--- src/rtl/load_store_unit.sv ---
// Load/store unit: one outstanding request, lane-aligned memory access with
// byte enables, sign/zero-extended load results, timeout and error reporting.
module load_store_unit #(
    parameter int XLEN    = 32,
    parameter int TIMEOUT = 15
) (
    input  logic              clk,
    input  logic              rst,
    input  logic              req_valid,
    output logic              req_ready,
    input  logic              req_store,
    input  logic [1:0]        req_size,
    input  logic              req_unsigned,
    input  logic [XLEN-1:0]   req_addr,
    input  logic [XLEN-1:0]   req_wdata,
    output logic              mem_req,
    output logic              mem_we,
    output logic [XLEN-1:0]   mem_addr,
    output logic [XLEN/8-1:0] mem_be,
    output logic [XLEN-1:0]   mem_wdata,
    input  logic [XLEN-1:0]   mem_rdata,
    input  logic              mem_done,
    output logic              resp_valid,
    output logic [XLEN-1:0]   resp_rdata,
    output logic [1:0]        resp_err,
    output logic [1:0]        dbg_state
);
    localparam int BW = XLEN / 8;
    localparam int OW = $clog2(BW);
    localparam int CW = 8;

    localparam logic [1:0] S_IDLE   = 2'd0;
    localparam logic [1:0] S_ACCESS = 2'd1;
    localparam logic [1:0] S_RESP   = 2'd2;

    localparam logic [1:0] ERR_OK   = 2'b00;
    localparam logic [1:0] ERR_MIS  = 2'b01;
    localparam logic [1:0] ERR_TMO  = 2'b10;
    localparam logic [1:0] ERR_SIZE = 2'b11;

    // Handshake: a request transfers on a rising edge where req_valid and
    // req_ready are both 1; req_ready is high only in IDLE and never in reset.
    logic [1:0]       state_q, state_d;
    logic             store_q, store_d;
    logic [1:0]       size_q, size_d;
    logic             uns_q, uns_d;
    logic [XLEN-1:OW] addr_q, addr_d;
    logic [XLEN-1:0]  wdata_q, wdata_d;
    logic [OW-1:0]    off_q, off_d;
    logic [CW-1:0]    cnt_q, cnt_d;
    logic [XLEN-1:0]  rdata_q, rdata_d;
    logic [1:0]       err_q, err_d;

    logic             in_access;
    logic             illegal_in, misal_in;
    logic [OW-1:0]    align_mask;
    logic [BW-1:0]    be_base;
    logic [XLEN-1:0]  shifted, size_mask, load_ext;
    logic             sign_bit;

    assign in_access  = (state_q == S_ACCESS);
    assign align_mask = OW'((4'd1 << req_size) - 4'd1);
    assign illegal_in = (req_size == 2'b11) && (XLEN == 32);
    assign misal_in   = (req_addr[OW-1:0] & align_mask) != '0;

    always_comb begin
        case (size_q)
            2'd0:    be_base = BW'(8'h01);
            2'd1:    be_base = BW'(8'h03);
            2'd2:    be_base = BW'(8'h0F);
            default: be_base = '1;
        endcase
    end

    // Load path: bring the addressed lane down to bit 0, then size and extend.
    assign shifted = mem_rdata >> {off_q, 3'b000};

    always_comb begin
        case (size_q)
            2'd0:    begin size_mask = XLEN'(8'hFF);         sign_bit = shifted[7];      end
            2'd1:    begin size_mask = XLEN'(16'hFFFF);      sign_bit = shifted[15];     end
            2'd2:    begin size_mask = XLEN'(32'hFFFF_FFFF); sign_bit = shifted[31];     end
            default: begin size_mask = '1;                   sign_bit = shifted[XLEN-1]; end
        endcase
        load_ext = (shifted & size_mask) | ((sign_bit && !uns_q) ? ~size_mask : '0);
    end

    always_comb begin
        state_d = state_q;
        store_d = store_q;
        size_d  = size_q;
        uns_d   = uns_q;
        addr_d  = addr_q;
        wdata_d = wdata_q;
        off_d   = off_q;
        cnt_d   = cnt_q;
        rdata_d = rdata_q;
        err_d   = err_q;
        case (state_q)
            S_IDLE: begin
                if (req_valid) begin
                    store_d = req_store;
                    size_d  = req_size;
                    uns_d   = req_unsigned;
                    addr_d  = req_addr[XLEN-1:OW];
                    wdata_d = req_wdata;
                    off_d   = req_addr[OW-1:0];
                    cnt_d   = '0;
                    if (illegal_in) begin
                        state_d = S_RESP;
                        err_d   = ERR_SIZE;
                        rdata_d = '0;
                    end else if (misal_in) begin
                        state_d = S_RESP;
                        err_d   = ERR_MIS;
                        rdata_d = '0;
                    end else begin
                        state_d = S_ACCESS;
                    end
                end
            end
            S_ACCESS: begin
                // Completion is checked before the timeout so a late done still wins.
                if (mem_done) begin
                    state_d = S_RESP;
                    err_d   = ERR_OK;
                    rdata_d = store_q ? '0 : load_ext;
                end else if (cnt_q == CW'(TIMEOUT - 1)) begin
                    state_d = S_RESP;
                    err_d   = ERR_TMO;
                    rdata_d = '0;
                end else begin
                    cnt_d = cnt_q + 1'b1;
                end
            end
            S_RESP:  state_d = S_IDLE;
            default: state_d = S_IDLE;
        endcase
    end

    always_ff @(posedge clk or posedge rst) begin
        if (rst) begin
            state_q <= S_IDLE;
            store_q <= 1'b0;
            size_q  <= 2'b00;
            uns_q   <= 1'b0;
            addr_q  <= '0;
            wdata_q <= '0;
            off_q   <= '0;
            cnt_q   <= '0;
            rdata_q <= '0;
            err_q   <= ERR_OK;
        end else begin
            state_q <= state_d;
            store_q <= store_d;
            size_q  <= size_d;
            uns_q   <= uns_d;
            addr_q  <= addr_d;
            wdata_q <= wdata_d;
            off_q   <= off_d;
            cnt_q   <= cnt_d;
            rdata_q <= rdata_d;
            err_q   <= err_d;
        end
    end

    assign req_ready  = (state_q == S_IDLE) && !rst;
    assign mem_req    = in_access;
    assign mem_we     = in_access && store_q;
    assign mem_addr   = in_access ? {addr_q, {OW{1'b0}}} : '0;
    assign mem_be     = in_access ? (be_base << off_q) : '0;
    assign mem_wdata  = in_access ? (wdata_q << {off_q, 3'b000}) : '0;
    assign resp_valid = (state_q == S_RESP);
    assign resp_rdata = rdata_q;
    assign resp_err   = err_q;
    assign dbg_state  = state_q;
endmodule

--- config.mk ---
export PLATFORM = sky130hd
export DESIGN_NAME = load_store_unit
export DESIGN_NICKNAME = d
export VERILOG_FILES = /design/src/rtl/load_store_unit.sv
export SDC_FILE = /design/constraint.sdc
export NUM_CORES = 1
export LEC_CHECK = 0
export ABC_AREA = 1
export ABC_CLOCK_PERIOD_IN_PS = 6350
export BUFFER_PORTS_ARGS = -buffer_cell sky130_fd_sc_hd__buf_2
export CAP_MARGIN = 20
export CORE_UTILIZATION = 45
export CTS_CLUSTER_DIAMETER = 60
export DETAILED_ROUTE_END_ITERATION = 10
export PLACE_DENSITY = 0.78
export SLEW_MARGIN = 0
export SYNTH_ARGS = -nofsm -noshare
export SYNTH_HDL_FRONTEND = slang
export SYNTH_SLANG_ARGS = --single-unit
export TNS_END_PERCENT = 1
--- constraint.sdc ---
create_clock -name clk -period 6.35 [get_ports clk]
set_input_delay 0.3175 -clock clk [delete_from_list [all_inputs] [get_ports clk]]
set_output_delay 0.3175 -clock clk [all_outputs]
set_load 0.005 [all_outputs]
After elaboration in Yosys (flattened, before gate mapping) --
Index checks and enable logic that the tools add are counted.
Operators by class: $add $sub $neg 2, equal/unequal tests 10, shifts and indexed selects 4, multiplexer cells 29, bitwise gates (word level) 4, reductions and logical operators 13
Operators with widths (count):
- 32-bit 2-to-1 mux | 9
- 32-bit case mux with 2 select lines | 2
- 32-bit bitwise AND | 1
- 32-bit inverter | 1
- 32-bit bitwise OR | 1
- 32-bit by 5-bit << shifter with 32-bit output | 1
- 32-bit by 5-bit >> shifter with 32-bit output | 1
- 8-bit 2-to-1 mux | 3
- 2-bit 2-to-1 mux | 9
- 8-bit case mux with 2 select lines | 1
- 8-bit by 1-bit adder with 8-bit output, second input constant | 1
- 8-bit by 4-bit == test with 1-bit output, second input constant | 1
- 2-bit case mux with 2 select lines | 2
- 4-bit case mux with 2 select lines | 1
- 4-bit AND reduction | 2
- 2-bit inequality test, second input constant | 3
- 2-bit by 1-bit == test with 1-bit output, second input constant | 2
- 2-bit == test, second input constant | 2
- 2-bit zero test | 2
- 4-bit 2-to-1 mux | 1
- 2-bit AND reduction | 2
- 2-bit nonzero test | 2
- 4-bit by 2-bit << shifter with 4-bit output | 1
- 1-bit logical AND | 3
- other kinds (7) | 8
Storage, ports and cells: bits in registers 112, output and inout bits 108, logic and storage cells 72

Logic depth before layout (Yosys ltp) --
Gate-level depths: netlist of run 1.
depth after elaboration 8, gate-level depth with buffers 11

Worst setup path after synthesis of run 1 --
Ideal clock, no wire load.
path kind reg2out, start point register off_q[0], end point output port mem_wdata[23], arrival time 1242 ps, slack 4791 ps, stages on the path, launching flop included 6, cell sequence dfrtp_1 -> buf_2 -> inv_4 -> clkbuf_1 -> nand2_1 -> o22ai_1
Between the ends: longest elaborated chain between the ends 2
RTL lines:
- start, declared | line 49 | logic [OW-1:0] off_q, off_d;
- start signal, assigned | line 149 | off_q <= '0;
- start signal, assigned | line 160 | off_q <= off_d;
- 32-bit by 5-bit << shifter with 32-bit output | line 172 | assign mem_wdata = in_access ? (wdata_q << {off_q, 3'b000}) : '0;
- 32-bit 2-to-1 mux | line 172
- end, declared | line 20 | output logic [XLEN-1:0] mem_wdata,
Every way passes these cells.

Final worst setup path of run 1 --
start point register state_q[1], in the netlist dbg_state[1], end point output port mem_wdata[4]
Between the ends: longest elaborated chain between the ends 2
RTL lines:
- start, declared | line 43 | logic [1:0] state_q, state_d;
- start signal, assigned | line 154 | state_q <= state_d;
- 2-bit by 1-bit == test with 1-bit output | line 61 | assign in_access = (state_q == S_ACCESS);
- 32-bit 2-to-1 mux | line 172
Every way passes these cells.

==> flow_metrics.py, run 1 <==
metrics = {
    "cts": {
        "insertion_delay_ns": 0.36,
        "cts_sinks": 112,
        "clk_pin_slew_worst_paths_ns": 0.08,
        "numCtsBuffers": 9,
        "clk_path_buf_depth": 2,
        "cts_tree": "yes",
        "postCtsHoldBufs": 0,
        "cts_resized": 0,
        "root_buffer": "clkbuf_16",
        "postCtsSetupRepairBufs": 0,
        "htreeDepth": 3,
    },
    "placed_design": {
        "port_buffers": 209,
        "gp_congestion": 0.904,
        "dpl_worst_slack_ns": 3.82,
        "placed_cells_incl_taps": 1085,
        "hpwl_um": 11700,
    },
    "synthesis": {
        "ys_seq_elements": 112,
        "synth_area_leaders": "dfrtp_1, nand2_1, nor2_1, a21oi_1, mux2_2",
        "yosys.area_share.adder": 0.00429,
        "synth_top_cell_by_area": "dfrtp_1",
        "synth_top_area_frac": 0.480,
        "synth_compound_area_frac": 0.126,
        "ys_seq_area_frac": 0.480,
        "synth.most_common_cell": "nand2_1",
        "synth_edf_count": 0,
        "yosys_most_used_dff": "dfrtp_1",
        "synth_area_sq_um": 5840,
        "async_reset_ff_frac": 1.00,
        "synth-xor-area-share": 0.00450,
        "synth_top_cells_by_count": "nand2_1, nor2_1, dfrtp_1, inv_1, a21oi_1",
        "synth_top_family_by_area": "simple AND/OR/NAND/NOR gates",
        "synth_cell_types": 34,
        "synth_simple_gate_area_frac": 0.251,
        "syn_inst": 746,
        "muxShareOfSynthArea": 0.0499,
        "yosysWarnings": 0,
        "syn_avg_cell_area_sq_um": 7.83,
    },
    "critical_path": {
        "worstPathArrival_ns": 2.62,
        "reg2reg_from": "off_q[0]",
        "timing.rr.end": "resp_rdata[22]",
        "cp-startpoint": "dbg_state[1]",
        "cp_slowest_cell": "inv_1",
        "path_class": "flop to primary output",
        "crit_fanout": 40,
        "critPathLaunchType": "flop",
        "crit_family": "buffers and inverters",
        "critPathMaxStageDelay_ns": 0.55,
        "path_cells": "inv_1, nand2_1, buf_4, nor2_1, inv_1, nor2_1, inv_1, nor2_1, buf_2",
        "cp_data_required_time_ns": 6.03,
        "worst_r2r_path_depth": 9,
        "rrSetupSlack_ns": 3.80,
        "end_kind": "primary output",
        "crit_buf_inv": 5,
        "crit_cells": 9,
    },
    "layout": {
        "layout-drive-gt1-share": 0.288,
        "fill_cells": 1201,
        "area_growth_pct": 24.8,
        "instances_no_fill": 1105,
        "final_nets": 1032,
    },
    "routing": {
        "first_iter_violations": 619,
        "vias": 5699,
        "final_antenna_net_count": 0,
        "via_per_inst": 5.16,
        "post_drt_wl_per_cell_um": 14.9,
        "drc": 0,
        "finalWirelength_um": 16500,
        "firstDrtPassIters": 5,
    },
    "die": {
        "die_area_sq_um": 13400,
        "die_x_um": 116,
        "row_count": 41,
        "die_h_um": 116,
        "io_pins": 212,
        "start_util": 0.463,
        "core_sq_um": 12600,
    },
    "sta": {
        "grt_setup_unrepaired": "false",
        "timing.hold.ws_ns": 0.0967,
        "fin_crit_ns": 2.94,
        "worst_slew_pin_slew_ns": 1.03,
        "setup_tns_ns": 0,
        "max_freq_mhz": 341,
        "post-route-period-util": 0.462,
        "hold_viol": 0,
        "setup_viol_count_final": 0,
        "relSlewSlack": 0.316,
        "drv_slew": 0,
        "setup_slack_ns": 3.41,
        "skew_ns": 0.00677,
    },
    "run": {
        "max_cap_violations": 0,
    },
    "worst_hold_path": {
        "hold_path_class": "input pin to asynchronous set/reset pin",
    },
    "power_and_ir_drop": {
        "net-switching-power_w": 0.00132,
        "fin_total_pwr_w": 0.00315,
        "share_seq_of_total_power": 0.384,
        "clockPowerShare": 0.195,
        "combPwrFrac": 0.421,
        "swShare": 0.420,
        "worst_ir_drop_vdd_mv": 0.211,
        "p_per_area_nw_per_um2": 432,
        "power_leakage_nw": 4.04,
        "power.internal_w": 0.00183,
    },
    "grt": {
        "grt_pass1_vias": 4981,
        "antenna_found_initial": 2,
        "grt_first_pass_wirelength_um": 25200,
        "overflow": 0,
        "grt_max_degree": 116,
        "grt_usage": 0.249,
    },
    "run_status": {
        "status": "completed",
    },
}
-- power groups by stage --
stage | logic (W) | registers (W) | clock network, W
6_report | 0.00133 | 0.00121 | 0.000613
5_1_grt | 0.00149 | 0.00124 | 0.000651
4_1_cts | 0.00129 | 0.00121 | 0.000623
3_5_place_dp | 0.00129 | 0.00122 | 0
3_3_place_gp | 0.00128 | 0.00120 | 0
2_1_floorplan | 0.000988 | 0.00110 | 0
-- per-stage QoR --
stage / util / instance area (sq um)
floorplan: - / 5840
global placement: 0.547 / 6900
detailed placement: 0.547 / 6900
CTS: 0.573 / 7230
global route: 0.577 / 7280
finish: 0.577 / 7290
-- worst max path at each step --
| stage | slack [ns] | to |
|---|---|---|
| floorplan | 3.07 | addr_q[10] |
| global placement | 3.77 | mem_wdata[4] |
| detailed placement | 3.82 | mem_wdata[4] |
| CTS | 3.41 | mem_wdata[4] |
| global route | 3.24 | mem_wdata[4] |
| finish | 3.41 | mem_wdata[4] |
-- registers in the layout, summed over array words and instances (netlist names), 2 cells and up --
register / cells
addr_q: 30
resp_rdata: 32
resp_err: 2
wdata_q: 32
off_q: 2
dbg_state: 2
cnt_q: 8
size_q: 2
-- per-layer routing --
metal / wire length [um] / up-vias / part of all wire / track usage
li1: - / 2771 / - / -
met1: 7080 / 2636 / 0.43 / 0.323
met2: 7730 / 267 / 0.47 / 0.398
met3: 1320 / 25 / 0.080 / 0.0544
met4: 350 / 0 / 0.021 / 0.115
met5: 0 / - / 0 / 0
-- kinds of logic after synthesis --
logic type	count (synthesis)
buf+inv	112
xor+xnor	3
simple gates	362
mux	26
compound gates	128
fa+ha+maj	2
other cells	1
flops	112
-- area by class of cell --
cell class              count  area, sq um  area share
flip-flops and latches    112         2800       0.385
multi-input cells         523         2560       0.351
repair buffers            214         1120       0.154
inverters                  66          253      0.0347
clock buffers              10          239      0.0328
well taps                 172          215      0.0295
clock inverters             6         86.3      0.0118
diodes                      2         5.00    0.000687
-- cell usage in the layout, fill, tap and decap left out, drive strengths merged --
cell type | netlist | final
bufinv | 0 | 1
xnor2 | 1 | 1
conb | 1 | 2
nand4 | 4 | 4
dfrtp | 112 | 112
diode | 0 | 2
xor2 | 2 | 2
nand3 | 48 | 48
mux2i | 1 | 1
o22ai | 1 | 1
inv | 66 | 69
clkinv | 0 | 2
nand2 | 165 | 165
ha | 2 | 2
a21oi | 62 | 62
nor2 | 142 | 142
buf | 30 | 214
o211ai | 7 | 7
nor3 | 2 | 2
or2 | 1 | 1
o21ai | 40 | 40
mux2 | 25 | 25
a22oi | 1 | 1
o21bai | 1 | 1
o32ai | 15 | 15
clkbuf | 16 | 10
a221oi | 1 | 1
No activity file was read; power rests on OpenSTA's default activity.
==> run 2, diff against run 1 <==
- ABC_CLOCK_PERIOD_IN_PS: 6350 -> 3100
- clock period: 6.35 -> 3.1 ns (I/O delays scaled with it)
==> run 2 against run 1 <==
  * Cell count up 0.36%
  * Total power up 100%
  * Cell area down 0.12%
  * Global-route usage up 0.20 points
  * Clock power up 94%
  * Flip-flop and latch count unchanged
  * Sequential share of layout area about the same
  * Critical path type unchanged
  * Critical endpoint is now mem_wdata[17]
  * Largest cell class unchanged
  * Largest power group unchanged
==> flow_metrics.py, run 2 (synthesis gave the netlist of run 1 again) <==
metrics = {
    "routing": {
        "met3_wirelength_um": 1590,
        "wl_met1_um": 6680,
        "post_drt_wl_per_cell_um": 14.9,
        "first_iter_violations": 696,
        "drc": 0,
        "finalWirelength_um": 16500,
        "final_antenna_net_count": 0,
        "firstDrtPassIters": 5,
        "wl_met2_um": 8000,
        "highest_layer": "met5",
        "via_per_inst": 5.17,
        "vias": 5736,
    },
    "placed_design": {
        "hpwl_um": 12000,
        "gp_congestion": 0.906,
        "dpl_worst_slack_ns": 1.10,
        "port_buffers": 209,
    },
    "power_and_ir_drop": {
        "p_per_area_nw_per_um2": 870,
        "power_leakage_nw": 4.03,
        "worst_ir_drop_vdd_mv": 0.640,
    },
    "critical_path": {
        "crit_fanout": 39,
        "worstPathArrival_ns": 2.14,
        "cp_common_cell": "nand2_1",
        "critPathLaunchType": "flop",
        "crit_buf_inv": 3,
        "path_class": "flop to primary output",
        "critPathMaxStageDelay_ns": 0.45,
        "crit_family": "buffers and inverters",
        "end_kind": "primary output",
        "path_cells": "inv_1, nand2_1, buf_4, nor2_1, nand2_1, o32ai_1, buf_2",
        "cp_data_required_time_ns": 2.94,
        "cp_slowest_cell": "dfrtp_1",
    },
    "grt": {
        "overflow": 0,
        "grt_pass1_vias": 5239,
        "grt_max_degree": 76,
        "grt_first_pass_wirelength_um": 25700,
        "grt_usage": 0.251,
        "antenna_found_initial": 3,
    },
    "run": {
        "max_cap_violations": 0,
    },
    "layout": {
        "area_growth_pct": 24.6,
        "final_nets": 1036,
        "final_cell_mix": "buf_2, nand2_1, nor2_1",
        "layout_commonest_cell": "buf_2",
        "layout-drive-gt1-share": 0.288,
    },
    "cts": {
        "numCtsBuffers": 9,
        "insertion_delay_ns": 0.36,
        "root_buffer": "clkbuf_16",
        "cts_resized": 0,
        "htreeDepth": 3,
        "cts_tree": "yes",
        "clk_pin_slew_worst_paths_ns": 0.07,
        "cts_sinks": 112,
        "clk_path_buf_depth": 2,
    },
    "die": {
        "die_h_um": 116,
        "die_area_sq_um": 13400,
        "row_count": 41,
        "start_util": 0.463,
        "die_x_um": 116,
        "core_sq_um": 12600,
        "io_pins": 212,
    },
    "sta": {
        "fin_crit_ns": 2.29,
        "skew_ns": 0.00809,
        "setup_slack_ns": 0.810,
        "post-route-period-util": 0.739,
        "setup_tns_ns": 0,
        "grt_setup_unrepaired": "false",
        "relSlewSlack": 0.596,
        "worst_slew_pin_slew_ns": 0.604,
        "hold_viol": 0,
        "max_freq_mhz": 437,
        "setup_viol_count_final": 0,
        "drv_slew": 0,
    },
    "run_status": {
        "status": "completed",
    },
    "worst_hold_path": {
        "hold_path_class": "input pin to flop",
    },
}
## run 2: cell types whose count changed in the layout (fill, tap and decap cells not counted), sizes merged
cell | previous run | this run
buf | 214 | 217
clkbuf | 10 | 12
clkinv | 2 | 1
clkinvlp | 0 | 2
dlygate4sd3 | 0 | 1
inv | 69 | 66
## run 2: per-stage QoR
step / util / instance area [sq um] / hold slack [ns] / instances / power (W)
after floorplan: - / 5850 / 0.305 / 747 / 0.00429
after global placement: 0.552 / 6960 / 0.273 / 1090 / 0.00509
after detailed placement: 0.552 / 6960 / 0.279 / 1090 / 0.00515
after CTS: 0.576 / 7270 / 0.0142 / 1107 / 0.00636
after global routing: 0.576 / 7270 / 0.0127 / 1107 / 0.00682
final: 0.577 / 7280 / 0.0246 / 1109 / 0.00633
## run 2: worst register-to-register path, cell delays in order (launching register included)
cell,delay [ns]
dfrtp_1,0.55
inv_1,0.18
buf_4,0.34
nand3_1,0.16
a21oi_1,0.21
nand3_1,0.12
nand2_2,0.26
nand2_1,0.10
nand2_1,0.07
## run 2: per-layer routing
layer | track usage | up-vias
li1 | - | 2769
met1 | 0.304 | 2673
met2 | 0.427 | 267
met3 | 0.0774 | 25
met4 | 0.0761 | 2
met5 | 0 | -
## run 2: layout make-up
class / count / area (sq um)
Antenna cell: 2 / 5.00
Clock buffer: 12 / 246
Clock inverter: 4 / 51.3
Fill cell: 1212 / 5340
Inverter: 66 / 254
Multi-Input combinational cell: 523 / 2560
Sequential cell: 112 / 2800
Tap cell: 172 / 215
Timing Repair Buffer: 218 / 1140
## run 2: what timing repair did
item,4_1_cts,5_1_grt
endpoints found under the hold margin,25,0
buffers inserted,0,0
hold buffers,1,0
## run 2: report_power, final
| group | switching, W | internal, W | total (W) |
|---|---|---|---|
| logic | 0.00174 | 0.00103 | 0.00277 |
| clock network | 0.000537 | 0.000652 | 0.00119 |
| registers | 0.000358 | 0.00202 | 0.00237 |
## run 2: worst paths after layout
path / cells past startpoint / to / start / slack (ns)
hold reg to reg: 2 / resp_rdata[23] / resp_rdata[23] / 0.48
setup reg to reg: 8 / resp_rdata[27] / off_q[1] / 1.06
setup / recovery: 7 / mem_wdata[17] / dbg_state[1] / 0.81
min in group asynchronous: 3 / resp_rdata[10] / rst / 0.43
hold / removal: 2 / wdata_q[18] / req_wdata[18] / 0.02
max in group asynchronous: 4 / addr_q[31] / rst / 1.86
==> run 3, diff against run 2 <==
- ABC_CLOCK_PERIOD_IN_PS: 3100 -> 1970
- PLACE_DENSITY: 0.78 -> 0.81
- clock period: 3.1 -> 1.97 ns (I/O delays scaled with it)
==> run 3 against run 2 <==
  * Clock power is 48% higher
  * Sequential share of layout area decreased by 3.4 points
  * Die area did not move
  * Critical path depth is the same
  * Largest cell class unchanged
==> flow_metrics.py, run 3 (synthesis gave the netlist of run 1 again) <==
metrics = {
    "run_status": {
        "status": "completed",
    },
    "layout": {
        "layout_commonest_cell": "buf_2",
        "area_growth_pct": 36.8,
        "multi_input_area_sq_um": 2630,
        "stdcell_area_sq_um": 7990,
        "instances_no_fill": 1170,
        "seq_area_sq_um": 2810,
        "fill_cells": 1047,
        "final_nets": 1098,
        "final_cell_mix": "buf_2, nand2_1, nor2_1",
        "layout-drive-gt1-share": 0.293,
    },
    "grt": {
        "grt_first_pass_wirelength_um": 28600,
        "grt_util_met3": 0.0805,
        "antenna_found_initial": 2,
        "overflow": 0,
        "grt_pass1_vias": 5733,
        "grt_util_met1": 0.327,
        "grt_max_degree": 63,
        "grt_usage": 0.278,
        "met2_usage": 0.477,
        "grt-busiest-layer": "met2",
    },
    "routing": {
        "post_drt_wl_per_cell_um": 16.0,
        "finalWirelength_um": 18700,
        "firstDrtPassIters": 6,
        "drc": 0,
        "vias": 6192,
        "first_iter_violations": 797,
        "via_per_inst": 5.29,
        "final_antenna_net_count": 0,
    },
    "cts": {
        "postCtsSetupRepairBufs": 0,
        "cts_tree": "yes",
        "cts_sinks": 112,
        "root_buffer": "clkbuf_16",
        "htreeDepth": 3,
        "clk_pin_slew_worst_paths_ns": 0.07,
        "insertion_delay_ns": 0.36,
        "clk_path_buf_depth": 2,
        "numCtsBuffers": 9,
    },
    "sta": {
        "skew_ns": 0.0101,
        "drv_slew": 0,
        "hold_viol": 0,
        "setup_viol_count_final": 0,
        "max_freq_mhz": 528,
        "post-route-period-util": 0.961,
        "fin_crit_ns": 1.89,
    },
    "placed_design": {
        "port_buffers": 209,
        "placed_cells_incl_taps": 1098,
        "gp_congestion": 0.884,
        "hpwl_um": 12300,
        "place_area_sq_um": 7070,
    },
    "die": {
        "die_area_sq_um": 13400,
        "row_count": 41,
        "die_h_um": 116,
        "die_x_um": 116,
        "io_pins": 212,
        "core_sq_um": 12600,
        "start_util": 0.463,
    },
    "power_and_ir_drop": {
        "power_leakage_nw": 4.33,
        "worst_ir_drop_vdd_mv": 0.909,
        "p_per_area_nw_per_um2": 1300,
    },
    "critical_path": {
        "cp_data_required_time_ns": 1.87,
        "end_kind": "primary output",
        "path_class": "flop to primary output",
        "worstPathArrival_ns": 1.79,
        "critPathLaunchType": "flop",
        "crit_fanout": 23,
    },
    "worst_hold_path": {
        "hold_path_class": "input pin to flop",
    },
    "run": {
        "max_cap_violations": 0,
    },
}
-- run 3: cell types whose count changed in the layout (fill, tap and decap cells not counted), moves of 3 or more --
| cell | previous run | this run |
|---|---|---|
| dlygate4sd3_1 | 1 | 55 |
| o32ai_1 | 15 | 7 |
| o32ai_2 | 0 | 8 |
| buf_12 | 2 | 6 |
| buf_4 | 6 | 9 |
-- run 3: routing by layer --
layer | vias to the layer above | routed length, um
li1 | 2895 | -
met1 | 2907 | 7150
met2 | 337 | 9150
met3 | 53 | 1730
met4 | 0 | 694
met5 | - | 0
-- run 3: area by class of cell --
type                       instances  area share
clock inverter                     6     0.00658
tap                              172      0.0269
sequential                       112       0.351
antenna                            2    0.000627
timing repair buffer             280       0.225
inverter                          66      0.0318
multi-input combinational        523       0.329
clock buffer                       9      0.0282
-- run 3: final timing paths --
path	startpoint	to	slack, ns	cells past startpoint
max in group asynchronous	rst	wdata_q[16]	1.10	4
worst min-delay path	req_wdata[1]	wdata_q[1]	0.006	3
worst max-delay path	dbg_state[1]	mem_wdata[30]	0.08	7
min in group asynchronous	rst	dbg_state[1]	0.26	3
worst max register to register	cnt_q[0]	resp_rdata[4]	0.19	7
worst min register to register	resp_rdata[22]	resp_rdata[22]	0.47	2
-- run 3: critical path, cell delays in order, from the launching register on --
cell     delay, ns
dfrtp_2       0.45
inv_1         0.10
nand2_2       0.08
nor2_2        0.09
inv_1         0.09
buf_8         0.18
o32ai_2       0.28
buf_2         0.17
-- run 3: per-stage QoR --
stage | setup TNS, ns | setup WS (ns) | hold slack (ns) | power, W | utilization
3_3_place_gp | 0 | 0.317 | 0.0778 | 0.00817 | 0.561
4_1_cts | 0 | 0.00538 | 0.000549 | 0.0101 | 0.626
2_1_floorplan | 0 | 0.514 | 0.227 | 0.00675 | -
5_1_grt | -0.0253 | -0.0164 | 0.000730 | 0.0111 | 0.633
3_5_place_dp | 0 | 0.211 | 0.0811 | 0.00828 | 0.561
6_report | 0 | 0.0769 | 0.00618 | 0.0104 | 0.633
-- run 3: repair_timing --
| action | CTS | global route |
|---|---|---|
| hold endpoints to repair | 114 | 0 |
| hold buffers | 55 | 0 |
| setup endpoints to repair | 0 | 23 |
| gates resized for setup | 0 | 16 |
-- run 3: power breakdown --
| group | switching [W] | internal [W] |
|---|---|---|
| Sequential | 0.000508 | 0.00318 |
| Combinational | 0.00308 | 0.00186 |
| Clock | 0.000886 | 0.000873 |
